**src/rtl/retire_trace_unit.sv**
```systemverilog
// rtl/retire_trace_unit.sv - retirement trace producer: classifies retiring instructions and queues numbered records
// A drop happens only when full with no pop in the same cycle; the pop frees the slot.
module retire_trace_unit #(
  parameter int DEPTH  = 4,
  parameter int INUM_W = 32
) (
  input  logic              clk,
  input  logic              rst,
  input  logic              wb_valid,
  input  logic [15:0]       wb_pc,
  input  logic [15:0]       wb_inst,
  input  logic              wb_reg_write,
  input  logic [2:0]        wb_reg_sel,
  input  logic [15:0]       wb_reg_data,
  input  logic              wb_mem_read,
  input  logic              wb_mem_write,
  input  logic [15:0]       wb_mem_addr,
  input  logic [15:0]       wb_mem_data,
  input  logic              wb_halt,
  output logic              wb_stall,
  output logic              tr_valid,
  input  logic              tr_ready,
  output logic [2:0]        tr_kind,
  output logic [INUM_W-1:0] tr_inum,
  output logic [INUM_W-1:0] tr_cycle,
  output logic [15:0]       tr_pc,
  output logic [15:0]       tr_inst,
  output logic [2:0]        tr_reg,
  output logic [15:0]       tr_reg_data,
  output logic [15:0]       tr_addr,
  output logic [15:0]       tr_mem_data,
  output logic              halted,
  output logic              overflow
);

  localparam int PTR_W = $clog2(DEPTH);
  localparam logic [PTR_W:0] FULL_CNT = (PTR_W+1)'(DEPTH);

  localparam logic [2:0] KIND_NOP  = 3'd0;
  localparam logic [2:0] KIND_REG  = 3'd1;
  localparam logic [2:0] KIND_LD   = 3'd2;
  localparam logic [2:0] KIND_ST   = 3'd3;
  localparam logic [2:0] KIND_STU  = 3'd4;
  localparam logic [2:0] KIND_HALT = 3'd5;

  typedef struct packed {
    logic [2:0]        kind;
    logic [INUM_W-1:0] inum;
    logic [INUM_W-1:0] cycle;
    logic [15:0]       pc;
    logic [15:0]       inst;
    logic [2:0]        regSel;
    logic [15:0]       regData;
    logic [15:0]       addr;
    logic [15:0]       memData;
  } rec_t;

  rec_t              mem [DEPTH];
  rec_t              newRec;
  rec_t              head;
  logic [PTR_W-1:0]  wrPtr, rdPtr;
  logic [PTR_W:0]    count;
  logic [INUM_W-1:0] inumCnt, cycleCnt;
  logic              haltSeen;
  logic              full, pop, attempt, push, drop;
  logic [2:0]        kind;

  always_comb begin
    kind = KIND_NOP;
    if (wb_reg_write && wb_mem_write)     kind = KIND_STU;
    else if (wb_reg_write && wb_mem_read) kind = KIND_LD;
    else if (wb_reg_write)                kind = KIND_REG;
    else if (wb_halt)                     kind = KIND_HALT;
    else if (wb_mem_write)                kind = KIND_ST;
  end

  assign full     = (count == FULL_CNT);
  assign tr_valid = (count != '0);
  assign wb_stall = full;
  assign pop      = tr_valid && tr_ready;
  assign attempt  = wb_valid && !haltSeen;
  assign push     = attempt && (!full || pop);
  assign drop     = attempt && full && !pop;

  always_comb begin
    newRec.kind    = kind;
    newRec.inum    = inumCnt;
    newRec.cycle   = cycleCnt;
    newRec.pc      = wb_pc;
    newRec.inst    = wb_inst;
    newRec.regSel  = wb_reg_sel;
    newRec.regData = wb_reg_data;
    newRec.addr    = wb_mem_addr;
    newRec.memData = wb_mem_data;
  end

  // Storage needs no reset: outputs are gated by tr_valid.
  always_ff @(posedge clk) begin
    if (push) mem[wrPtr] <= newRec;
  end

  always_ff @(posedge clk or posedge rst) begin
    if (rst) begin
      wrPtr    <= '0;
      rdPtr    <= '0;
      count    <= '0;
      inumCnt  <= '0;
      cycleCnt <= '0;
      haltSeen <= 1'b0;
      halted   <= 1'b0;
      overflow <= 1'b0;
    end else begin
      cycleCnt <= cycleCnt + INUM_W'(1);
      if (push) begin
        wrPtr   <= wrPtr + PTR_W'(1);
        inumCnt <= inumCnt + INUM_W'(1);
        if (kind == KIND_HALT) haltSeen <= 1'b1;
      end
      if (pop) begin
        rdPtr <= rdPtr + PTR_W'(1);
        if (head.kind == KIND_HALT) halted <= 1'b1;
      end
      if (drop) overflow <= 1'b1;
      case ({push, pop})
        2'b10:   count <= count + (PTR_W+1)'(1);
        2'b01:   count <= count - (PTR_W+1)'(1);
        default: count <= count;
      endcase
    end
  end

  assign head = mem[rdPtr];

  always_comb begin
    tr_kind     = '0;
    tr_inum     = '0;
    tr_cycle    = '0;
    tr_pc       = '0;
    tr_inst     = '0;
    tr_reg      = '0;
    tr_reg_data = '0;
    tr_addr     = '0;
    tr_mem_data = '0;
    if (tr_valid) begin
      tr_kind     = head.kind;
      tr_inum     = head.inum;
      tr_cycle    = head.cycle;
      tr_pc       = head.pc;
      tr_inst     = head.inst;
      tr_reg      = head.regSel;
      tr_reg_data = head.regData;
      tr_addr     = head.addr;
      tr_mem_data = head.memData;
    end
  end

endmodule

```
**config.mk**
```make
export PLATFORM = sky130hd
export DESIGN_NAME = retire_trace_unit
export DESIGN_NICKNAME = d
export VERILOG_FILES = /design/src/rtl/retire_trace_unit.sv
export SDC_FILE = /design/constraint.sdc
export NUM_CORES = 1
export LEC_CHECK = 0
export CAP_MARGIN = 20
export CORE_ASPECT_RATIO = 0.9
export CORE_MARGIN = 3
export CORE_UTILIZATION = 55
export DETAILED_ROUTE_END_ITERATION = 7
export GPL_TIMING_DRIVEN = 0
export PLACE_DENSITY = 0.81
export SLEW_MARGIN = 15
export SYNTH_ARGS = -nofsm -noshare
export SYNTH_HDL_FRONTEND = slang
export SYNTH_SLANG_ARGS = --single-unit
```
**constraint.sdc**
```tcl
create_clock -name clk -period 5.8 [get_ports clk]
set_clock_uncertainty 0.1 [all_clocks]
set_input_delay 0.58 -clock clk [delete_from_list [all_inputs] [get_ports clk]]
set_output_delay 0.58 -clock clk [all_outputs]
set_load 0.02 [all_outputs]
```
== Word level (Yosys, flattened, before mapping) ==
Memories as Yosys holds them, arrays and structs flattened.
Index checks and enable logic that the tools add are counted.
Word-level totals
  RAM bits: 600
  bits in registers: 74
  memories kept: 1
Memories
  mem: depth 4, bits a word 150, rd ports 1, clocked after memory_dff 0, wr ports 1, RTL line 58  | rec_t mem [DEPTH];
Operators by class
  reductions and logical operators: 15
  $add $sub $neg: 6
  equality and inequality tests: 5
  multiplexer cells: 17
Operator list (count)
  $mux 16: 5
  $add 32x1->32 const B: 2
  $mux 32: 2
  $mux 3: 6
  $eq 3x3->1 const B: 3
  $logic_and 1x1->1: 7
  $pmux 3 s2: 1
  $add 2x1->2 const B: 2
  $reduce_and 2->1: 2
  $add 3x1->3 const B: 1
  $logic_not 1->1: 3
  $reduce_bool 3->1: 1
  $sub 3x1->3 const B: 1
  $eq 2x1->1 const B: 1
  $eq 2x2->1 const B: 1
  $mux 1: 2
  $mux 2: 1
  $reduce_bool 2->1: 1
  $logic_or 1x1->1: 1

== Depth between registers and ports, before layout ==
  word-level depth: 7
  mapped depth: 9

== Worst setup path before layout ==
No wires, ideal clock.
  kind: input port to flip-flop
  start: in tr_ready
  end: mem mem[0][0] (netlist bit) (enable)
  stages: 5
  library setup time: 528 ps
  required time: 5172 ps
  setup slack: 366 ps
  data arrival time: 4807 ps
  buffers on the path: 2
  cell sequence: buf_4 > inv_1 > a21oi_1 > clkbuf_1 > and2_1
On the way
  cells in the longest elaborated chain, start to end: 5
Ends and longest elaborated chain
  start: declaration: RTL line 22  | input logic tr_ready,
  $logic_and 1x1->1: RTL line 80  | assign pop = tr_valid && tr_ready;
  $logic_or 1x1->1: RTL line 82  | assign push = attempt && (!full || pop);
  $logic_and 1x1->1: RTL line 82
  $mux 1: RTL line 99  | if (push) mem[wrPtr] <= newRec;
  $mux 1 (not written as such): RTL line 99
  end: declaration: RTL line 58
Every way passes these cells.

== Worst setup path after layout ==
  start: reg rdPtr[0]
  end: out tr_cycle[23]
On the way
  cells in the longest elaborated chain, start to end: 2
Ends and longest elaborated chain
  start: declaration: RTL line 61  | logic [PTR_W-1:0] wrPtr, rdPtr;
  start signal: assignment: RTL line 120  | rdPtr <= rdPtr + PTR_W'(1);
  $mem_v2 4x150
  $mux 32: RTL line 144  | if (tr_valid) begin
  end: declaration: RTL line 25  | output logic [INUM_W-1:0] tr_cycle,
Every way passes these cells.

==> reports/metrics.cfg <==
[drt]
remaining_number_of_nets_flagged_by_the_antenna_check_after_routing=0
routed-via-count=12900
first_iter_violations=981
routed_wl_per_cell_um=23.3
detail_route.wirelength_mm=52.9
dr.pass1.iters=5
drt_drc_violations_left=0
route.detailed.vias_per_inst=5.71

[timing]
rel_slew_slack=0.470
rsz_0062_raised_after_global_routing=false
layout_min_cycle_time_ns=4.03
slew_viol_final=0
tightestPinTransition_ns=0.795
period_share=0.694
hold_slack_ns=0.219
final-setup-viol-count=0
clock.fmax_mhz=248
finalHoldViolCount=0

[finish]
finalNetCount=1693
final_layout_size_suffix_gt1_frac=0.185
n_fill_cell=2958
flow.area_growth_from_synthesis_pct=21.2

[hold_path]
worstHoldPathType=in -> reg

[synthesis]
synthArstFlopShare=0.110
mean_post_synth_cell_area_sq_um=20.5
synth-edff-count=600
post_synth_inst_count=1276
netlist.area_leader.share=0.688
syn-num-nets=1374
netlist_area_sq_mm=0.0262
synthDominantAreaCellType=edfxtp_1
main_synth_ff_type=edfxtp_1
synth_sequential_area_ratio=0.759
synth-seq-cells=674
yosysUniqueCellTypes=43
post_synth_main_area_contributors=edfxtp_1 (69%), mux4_2 (13%), dfrtp_1 (7.1%)
synth.yosys.warnings=0

[clock_network]
clockBufferDepth=3
clock_tree_root_driver_cell=clkbuf_16
cts_setup_buffers=0
cts_num_sinks=674
htree_num_levels=2
cts_tree=yes
clk_latency_ns=0.61
postCtsResizedCells=0
holdBufCountCts=0
clk_transition_reported_paths_ns=0.06
cts_inserted_buffers=61

[power_and_ir_drop]
internal-power_mw=10.7
total_leakage_power_nw=10.8
largest_vdd_supply_drop_uv=347
switching_share=0.307
power_switching_mw=4.74
total_power_mw=15.4
relative_contribution_of_sequential_cells_to_total_power=0.379
combPwrFrac=0.366
power.share.clock=0.256
pwr_density_cell_mw_per_mm2=486

[placement]
numPortBuffers=243
gp_routability_congestion=0.756
place_hpwl_mm=32.4

[global_route]
global_route.overflow_total=0
global_route.usage.met2=0.351
number_of_global_route_vias_before_repair=13700
use_met1=0.302
grt_pass1_wl_mm=81.7
grt.busiest_layer=met2
grt_usage=0.214
antenna_found_initial=4
gr-usage-met3=0.0353
grt_max_degree=49

[die]
core_sq_mm=0.0468
row_count=75
die_h_um=213
initial_utilization=0.559
ios=245
floorplan.die_area_sq_mm=0.0503
fp.dieW_um=236

[setup_path]
cp-end-kind=output port
worst_r2r_startpoint=count[1]
rr_endpoint=count[2]
setup.worst_path.start=rdPtr[0]
endpoint=tr_cycle[23]
criticalPathCategory=reg -> out
reg_to_reg_slack_setup_ns=2.79
nature_of_the_critical_path_startpoint=flop
required_ns=5.12
path_max_fanout=10
critical_path_arrival_ns=3.35
timing.reg2reg.worst_path_depth=7

[run_status]
status=completed

[run]
maxCapViolations=0

[power groups by stage]
stage | clock network [mW] | registers (mW) | logic (mW)
finish | 3.94 | 5.84 | 5.64
global route | 4.21 | 5.87 | 5.99
CTS | 4.02 | 5.84 | 5.74
detailed placement | 0 | 5.93 | 5.69
global placement | 0 | 6.01 | 5.57
floorplan | 0 | 5.95 | 3.31
[layout make-up]
| type | count | area (sq um) | share of cell area |
|---|---|---|---|
| multi-input combinational | 529 | 5970 | 0.188 |
| timing repair buffer | 256 | 2760 | 0.0870 |
| inverter | 16 | 62.6 | 0.00197 |
| clock inverter | 33 | 289 | 0.00911 |
| clock buffer | 83 | 1700 | 0.0536 |
| buffer | 57 | 287 | 0.00903 |
| antenna | 3 | 7.51 | 0.000237 |
| tap | 616 | 771 | 0.0243 |
| sequential | 674 | 19900 | 0.626 |
[synth_stat cells, types with 6 or more instances]
cell type	n
nand4_1	13
buf_2	12
mux4_2	150
nand3_1	18
dfrtp_1	74
o21ai_0	9
xnor2_1	41
edfxtp_1	600
buf_4	11
inv_1	16
xor2_1	26
ha_1	6
nor3_1	8
and2_1	156
nand2_1	36
and3_1	8
buf_1	9
clkbuf_1	23
nor2_1	22
[cells in the final DEF, fill, tap and decap left out, drive strengths merged, types with 4 or more instances in the layout]
cell type	count
and2	156
and3	8
and4	4
buf	47
bufinv	4
clkbuf	106
clkdlybuf4s50	243
clkinv	25
dfrtp	74
edfxtp	600
ha	6
inv	18
mux4	150
nand2	36
nand3	19
nand4	17
nor2	22
nor3	11
nor4	4
o21ai	9
xnor2	41
xor2	26
[through the flow]
stage           util  setup TNS (ns)  setup WS [ns]  cell area (sq um)  cells
6_report       0.677               0           1.77              31700   2267
4_1_cts        0.677               0           1.66              31700   2264
5_1_grt        0.677               0           1.58              31700   2265
3_3_place_gp   0.627        -1846.59          -3.11              29400   2135
2_1_floorplan      -               0          0.366              26200   1276
3_5_place_dp   0.635               0           2.10              29700   2148
[how the worst min path moves through the flow]
stage,startpoint,depth (start not counted),to
after floorplan,haltSeen,1,haltSeen
after global placement,halted,1,halted
after detailed placement,halted,1,halted
after CTS,tr_ready,3,rdPtr[0]
after global routing,tr_ready,3,rdPtr[0]
final,tr_ready,3,rdPtr[0]
[state kept, by name (all words and copies together), names as in the netlist]
register  count
count         3
cycleCnt     32
haltSeen      1
halted        1
inumCnt      32
mem         600
overflow      1
rdPtr         2
wrPtr         2
[layer usage]
| metal | routed length [um] | share of wire |
|---|---|---|
| met5 | 43 | 0.00081 |
| met2 | 26600 | 0.50 |
| met4 | 1130 | 0.021 |
| met3 | 2940 | 0.056 |
| met1 | 22200 | 0.42 |
[cell families (layout without fill, tap and decap cells)]
kind of cell / Yosys count / count (layout) / synth area share
compound gates: 19 / 19 / 0.00511
xor+xnor: 67 / 67 / 0.0224
fa+ha+maj: 7 / 7 / 0.00363
buf+inv: 73 / 445 / 0.0132
flops: 674 / 674 / 0.759
mux: 151 / 151 / 0.129
other cells: 0 / 3 / 0
simple gates: 285 / 285 / 0.0672
[critical path, stage by stage, from the launching register on]
cell and delay (ns):
dfrtp_1 0.31, buf_2 0.21, buf_2 0.43, buf_2 0.44, mux4_2 0.57, and2_1 0.21, clkdlybuf4s50_1 0.55
No activity file was read; power rests on OpenSTA's default activity.
